## config.mk

```make
export PLATFORM = sky130hd
export DESIGN_NAME = demux1to2_buf
export DESIGN_NICKNAME = d
export VERILOG_FILES = /design/src/rtl/demux1to2_buf.sv
export SDC_FILE = /design/constraint.sdc
export NUM_CORES = 1
export LEC_CHECK = 0
export ABC_AREA = 1
export BUFFER_PORTS_ARGS = -buffer_cell sky130_fd_sc_hd__buf_2
export CORE_ASPECT_RATIO = 0.9
export CORE_MARGIN = 4
export CORE_UTILIZATION = 45
export CTS_BUF_LIST = sky130_fd_sc_hd__clkbuf_4 sky130_fd_sc_hd__clkbuf_8 sky130_fd_sc_hd__clkbuf_16
export CTS_CLUSTER_SIZE = 25
export DETAILED_ROUTE_END_ITERATION = 8
export MAX_ROUTING_LAYER = met4
export PLACE_DENSITY = 0.71
export SLEW_MARGIN = 20
export SYNTH_ARGS = -nofsm -noshare
export SYNTH_HDL_FRONTEND = slang
export SYNTH_SLANG_ARGS = --single-unit
```

## constraint.sdc

```tcl
create_clock -name clk -period 2.28 [get_ports clk]
set_clock_uncertainty 0.05 [all_clocks]
set_input_delay 0.456 -clock clk [delete_from_list [all_inputs] [get_ports clk]]
set_output_delay 0.456 -clock clk [all_outputs]
set_load 0.03 [all_outputs]
```

## src/rtl/demux1to2_buf.sv

```systemverilog
// -----------------------------------------------------------------------------
// demux1to2_buf
//
// Purpose:
//   Routes a stream of W-bit words from one upstream valid/ready port into
//   one of two independently buffered output slots. The destination is chosen
//   either by in_sel (mode=0) or by an internal alternating pointer (mode=1).
//   Each slot is a single-entry register stage with full throughput: a slot
//   that drains and refills in the same cycle stays valid. A stall on one slot
//   never blocks words headed for the other slot. Each slot counts its
//   completed transfers modulo 256.
//
// Ports:
//   clk       in   1   single clock, all state changes on its rising edge
//   rst_n     in   1   asynchronous active-low reset
//   in_data   in   W   upstream word
//   in_valid  in   1   in_data is presented
//   in_sel    in   1   destination when mode=0 (0 -> y0, 1 -> y1)
//   mode      in   1   0 = steered by in_sel, 1 = alternating via pointer
//   in_ready  out  1   upstream word is accepted this cycle (combinational)
//   y0_data   out  W   slot 0 data
//   y0_valid  out  1   slot 0 holds a word
//   y0_ready  in   1   slot 0 downstream takes the word
//   y1_data   out  W   slot 1 data
//   y1_valid  out  1   slot 1 holds a word
//   y1_ready  in   1   slot 1 downstream takes the word
//   cnt0      out  8   completed transfers out of slot 0 (wraps 255 -> 0)
//   cnt1      out  8   completed transfers out of slot 1 (wraps 255 -> 0)
// -----------------------------------------------------------------------------
module demux1to2_buf #(
  parameter int W = 8
) (
  input  logic         clk,
  input  logic         rst_n,
  input  logic [W-1:0] in_data,
  input  logic         in_valid,
  input  logic         in_sel,
  input  logic         mode,
  output logic         in_ready,
  output logic [W-1:0] y0_data,
  output logic         y0_valid,
  input  logic         y0_ready,
  output logic [W-1:0] y1_data,
  output logic         y1_valid,
  input  logic         y1_ready,
  output logic [7:0]   cnt0,
  output logic [7:0]   cnt1
);

  // Slot 0 state
  logic [W-1:0] y0_data_q,  y0_data_d;
  logic         y0_valid_q, y0_valid_d;
  // Slot 1 state
  logic [W-1:0] y1_data_q,  y1_data_d;
  logic         y1_valid_q, y1_valid_d;
  // Alternating-mode pointer (0 -> next word to y0)
  logic         ptr_q,      ptr_d;
  // Transfer counters
  logic [7:0]   cnt0_q,     cnt0_d;
  logic [7:0]   cnt1_q,     cnt1_d;

  // Decoded handshake signals
  logic         target_s;
  logic         in_ready_s;
  logic         accept_s;
  logic         acc0_s;
  logic         acc1_s;
  logic         drain0_s;
  logic         drain1_s;

  // Next valid for a single-entry slot: a new word always wins over a drain,
  // which is what keeps the slot full when it drains and refills together.
  function automatic logic slot_valid_next(input logic valid_q,
                                           input logic ready,
                                           input logic load);
    logic nxt;
    if (load) begin
      nxt = 1'b1;
    end else if (valid_q && ready) begin
      nxt = 1'b0;
    end else begin
      nxt = valid_q;
    end
    return nxt;
  endfunction

  // Target selection and upstream ready. in_ready looks only at the target
  // slot, never at in_valid, so the other slot's stall cannot block it.
  always_comb begin
    target_s   = 1'b0;
    in_ready_s = 1'b0;
    if (mode) begin
      target_s = ptr_q;
    end else begin
      target_s = in_sel;
    end
    case (target_s)
      1'b0:    in_ready_s = !y0_valid_q || y0_ready;
      1'b1:    in_ready_s = !y1_valid_q || y1_ready;
      default: in_ready_s = 1'b0;
    endcase
  end

  // Accept and per-slot load/drain strobes. A word goes to exactly one slot.
  always_comb begin
    accept_s = in_valid && in_ready_s;
    acc0_s   = accept_s && (target_s == 1'b0);
    acc1_s   = accept_s && (target_s == 1'b1);
    drain0_s = y0_valid_q && y0_ready;
    drain1_s = y1_valid_q && y1_ready;
  end

  // Slot 0 next state: data only changes on a load, so it holds during stalls.
  always_comb begin
    y0_valid_d = slot_valid_next(y0_valid_q, y0_ready, acc0_s);
    if (acc0_s) begin
      y0_data_d = in_data;
    end else begin
      y0_data_d = y0_data_q;
    end
  end

  // Slot 1 next state
  always_comb begin
    y1_valid_d = slot_valid_next(y1_valid_q, y1_ready, acc1_s);
    if (acc1_s) begin
      y1_data_d = in_data;
    end else begin
      y1_data_d = y1_data_q;
    end
  end

  // Pointer toggles only on accepts made in alternating mode; held otherwise,
  // so a mode switch affects the very next accept.
  always_comb begin
    if (accept_s && mode) begin
      ptr_d = ~ptr_q;
    end else begin
      ptr_d = ptr_q;
    end
  end

  // Transfer counters, naturally modulo 256
  always_comb begin
    if (drain0_s) begin
      cnt0_d = cnt0_q + 8'd1;
    end else begin
      cnt0_d = cnt0_q;
    end
    if (drain1_s) begin
      cnt1_d = cnt1_q + 8'd1;
    end else begin
      cnt1_d = cnt1_q;
    end
  end

  // State registers; reset clears both slots, discarding any held words
  always_ff @(posedge clk or negedge rst_n) begin
    if (!rst_n) begin
      y0_data_q  <= {W{1'b0}};
      y0_valid_q <= 1'b0;
      y1_data_q  <= {W{1'b0}};
      y1_valid_q <= 1'b0;
      ptr_q      <= 1'b0;
      cnt0_q     <= 8'd0;
      cnt1_q     <= 8'd0;
    end else begin
      y0_data_q  <= y0_data_d;
      y0_valid_q <= y0_valid_d;
      y1_data_q  <= y1_data_d;
      y1_valid_q <= y1_valid_d;
      ptr_q      <= ptr_d;
      cnt0_q     <= cnt0_d;
      cnt1_q     <= cnt1_d;
    end
  end

  // Output drive: everything registered except in_ready, which follows the
  // cleared valids during reset without being forced.
  assign in_ready = in_ready_s;
  assign y0_data  = y0_data_q;
  assign y0_valid = y0_valid_q;
  assign y1_data  = y1_data_q;
  assign y1_valid = y1_valid_q;
  assign cnt0     = cnt0_q;
  assign cnt1     = cnt1_q;

endmodule

```

==> summary.txt <==
Run status
  – Outcome: finished, final reports clean

Placed design
  – Routability Congestion: 0.8010
  – Setup WS pre-CTS: 0.6711 ns
  – Hpwl dp: 2350 microns
  – IO Port Bufs: 49
  – Post-placement cell area: 1937 sq um

Clock network
  – Clock Latency Late Sink: 0.28 ns
  – Clock sink total: 35
  – Postcts setup bufs: 0
  – CTS Root Cell: clkbuf_8
  – Worst-path clk slew: 0.07 ns
  – CTS tree: done
  – Post-cts repair resize count: 0
  – TritonCTS buffer count: 5
  – Maximum clock insertion buffer count: 2
  – Hold buffers post-CTS: 0
  – CTS HTree Levels: 2

Hold path
  – Hold WC Path Type: input pin to asynchronous set/reset pin

STA
  – Maximum clock rate: 0.5659 GHz
  – Sum Neg Setup Slack: 0 ns
  – Slew headroom: 49.26%
  – Worst Tran Pin Value: 0.7610 ns
  – RSZ-0062 raised after global routing: false
  – Setup violations, final: 0
  – Slew Limit Fails: 0
  – Time the worst path needs with I/O delays and setup: 1.767 ns
  – Period utilization: 77.50%
  – Fin worst setup slack: 0.5130 ns
  – Final Hold Viols: 0

Floorplan
  – # rows: 20
  – Core box area: 3453 sq um
  – I/O pin count: 50
  – Die footprint: 4724 sq um
  – Starting Density: 48.04%
  – Die Ht: 65.61 microns
  – Die width: 72.01 microns

Route
  – Drc violations: 0
  – DR vias: 1,256
  – Initial drt markers: 40
  – Vias/cell: 4.601
  – Initial DRT Pass Iterations: 3
  – Final ANT Viol Nets: 0
  – Post-Route WL: 3161 microns
  – Post-DR wirelength/cell: 11.58 microns

Synthesis
  – Sequential fraction of the synthesis area: 52.79%
  – Net Count, Synth: 191
  – Async S/R FF share, synth: 100.0%
  – Syn Area/Cell: 9.535 sq um
  – Synth Register Bits: 35
  – Top cell type's share of synthesized area: 52.79%
  – Synth area leader: dfrtp_1
  – Most common cell in the synthesized netlist: nand2_1
  – Synth unique cells: 21
  – Post-synthesis cell area: 1659 sq um
  – Ys flop type: dfrtp_1
  – Yosys warning total: 0
  – Most common library cells after synthesis: nand2_1 (46), dfrtp_1 (35), inv_1 (28)
  – Cells after synthesis: 174
  – Area contributors post-synth: dfrtp_1 (53%), nand2_1 (10%), o21ai_2 (8.4%)
  – Post-synth EDFFs: 0

Critical path
  – Startpoint types: register
  – Critical Path RT: 1.77 ns
  – Max FO, Critical Path: 7
  – Crit path kind: register to output pin
  – Crit. End Element: output pin
  – Crit path DAT: 1.26 ns

Finish
  – # fillers: 320
  – Post-layout instance area: 2054 sq um
  – Nets: 245
  – Area growth syn-to-layout: 23.83%
  – Ratio of cells with drive above 1 in the final layout: 37.99%
  – Final antenna diode count: 0

Power and ir drop
  – Power Dens Cells: 1306 nW/um^2
  – Switch share: 43.25%
  – VDD IR max: 0.7009 mV
  – Clock power share: 21.3%
  – Internal Power: 0.001522 W
  – Net Sw Power: 0.001160 W
  – Combinational share of power: 41.0%
  – Leakage: 1.138 nW
  – Sequential share of power: 37.6%

Run
  – Max Cap Viol: 0

Global routing
  – Initial antenna violation count: 0
  – Gr usage total: 15.57%
  – Overflow after GRT: 0
  – Largest net degree at the start of global routing: 36
  – Vias in the first global route: 1,168
  – First-pass GRT wire length: 5457 microns
-- power by group through the flow --
stage	logic [W]	clock network (W)	registers [W]
CTS	0.00112	0.000586	0.00101
global placement	0.00110	0	0.00101
floorplan	0.000396	0	0.00141
global route	0.00120	0.000614	0.00105
finish	0.00110	0.000572	0.00101
detailed placement	0.00112	0	0.00102
-- cells in the final DEF (no fill, tap or decap), drive strengths merged --
cell type  synthesis  final
a21oi              1      1
buf                2     49
bufinv             0      1
clkbuf             0      6
clkinv             0      1
dfrtp             35     35
ha                 2      2
inv               30     30
mux2               2      2
nand2             52     52
nand3             12     12
nand3b             1      1
nand4              5      5
nor2               7      7
nor3               1      1
o21ai             16     16
xnor2              3      3
xor2               5      5
-- registers in the layout, indices dropped and copies added, names as in the netlist --
name      cells
cnt0          8
cnt1          8
y0_data       8
y1_data       8
ptr_q         1
y0_valid      1
y1_valid      1
-- final cells by class --
type | count | area (sq um) | share of cell area [%]
Timing Repair Buffer | 49 | 245.2 | 11.94
Inverter | 30 | 112.6 | 5.481
Clock inverter | 2 | 35.03 | 1.705
Multi-Input combinational cell | 107 | 648.1 | 31.55
Clock buffer | 6 | 82.58 | 4.019
Sequential cell | 35 | 875.8 | 42.63
Tap cell | 44 | 55.05 | 2.680
-- logic make-up (layout without fill, tap and decap cells) --
logic type,after synthesis,after routing,share of synthesized area [%]
AND/OR/NAND/NOR,78,78,23.23
flip-flops,35,35,52.79
multiplexers,2,2,1.357
AO/OA/AOI/OAI,17,17,8.748
buffers and inverters,32,87,8.145
adder cells (fa/ha/maj),2,2,1.508
XOR/XNOR,8,8,4.223
-- path summary, 6_finish.rpt --
check,slack [ns],cells past startpoint,to,start
min in group clk,0.39,3,y1_data[4],in_data[4]
worst min register to register,0.43,2,y1_data[5],y1_data[5]
worst min-delay path,0.19,1,y0_valid,rst_n
worst max register to register,0.95,4,y0_data[0],y0_valid
max in group asynchronous,1.51,1,cnt0[4],rst_n
worst max-delay path,0.51,4,in_ready,y0_valid
-- critical path, cell delays in order (launching register included) --
cell     delay, ns
dfrtp_1       0.47
nand2_2       0.15
nand3_1       0.08
nand2_1       0.09
buf_2         0.19
-- per-stage QoR --
stage | cells | total power (W) | hold slack, ns | utilization [%]
2_1_floorplan | 174 | 0.001806 | 0.1104 | -
3_3_place_gp | 265 | 0.002112 | 0.4116 | 56.09
3_5_place_dp | 265 | 0.002133 | 0.4162 | 56.09
4_1_cts | 273 | 0.002714 | 0.2111 | 59.49
5_1_grt | 273 | 0.002859 | 0.2604 | 59.49
6_report | 273 | 0.002682 | 0.1911 | 59.49
-- per-layer routing --
metal	track usage, %	up-vias	wire length, microns
li1	-	650	-
met1	20.65	569	1545
met2	22.13	31	1381
met3	5.505	6	189
met4	5.399	0	44
met5	-	-	0
Power figures use the tool's default switching activity.
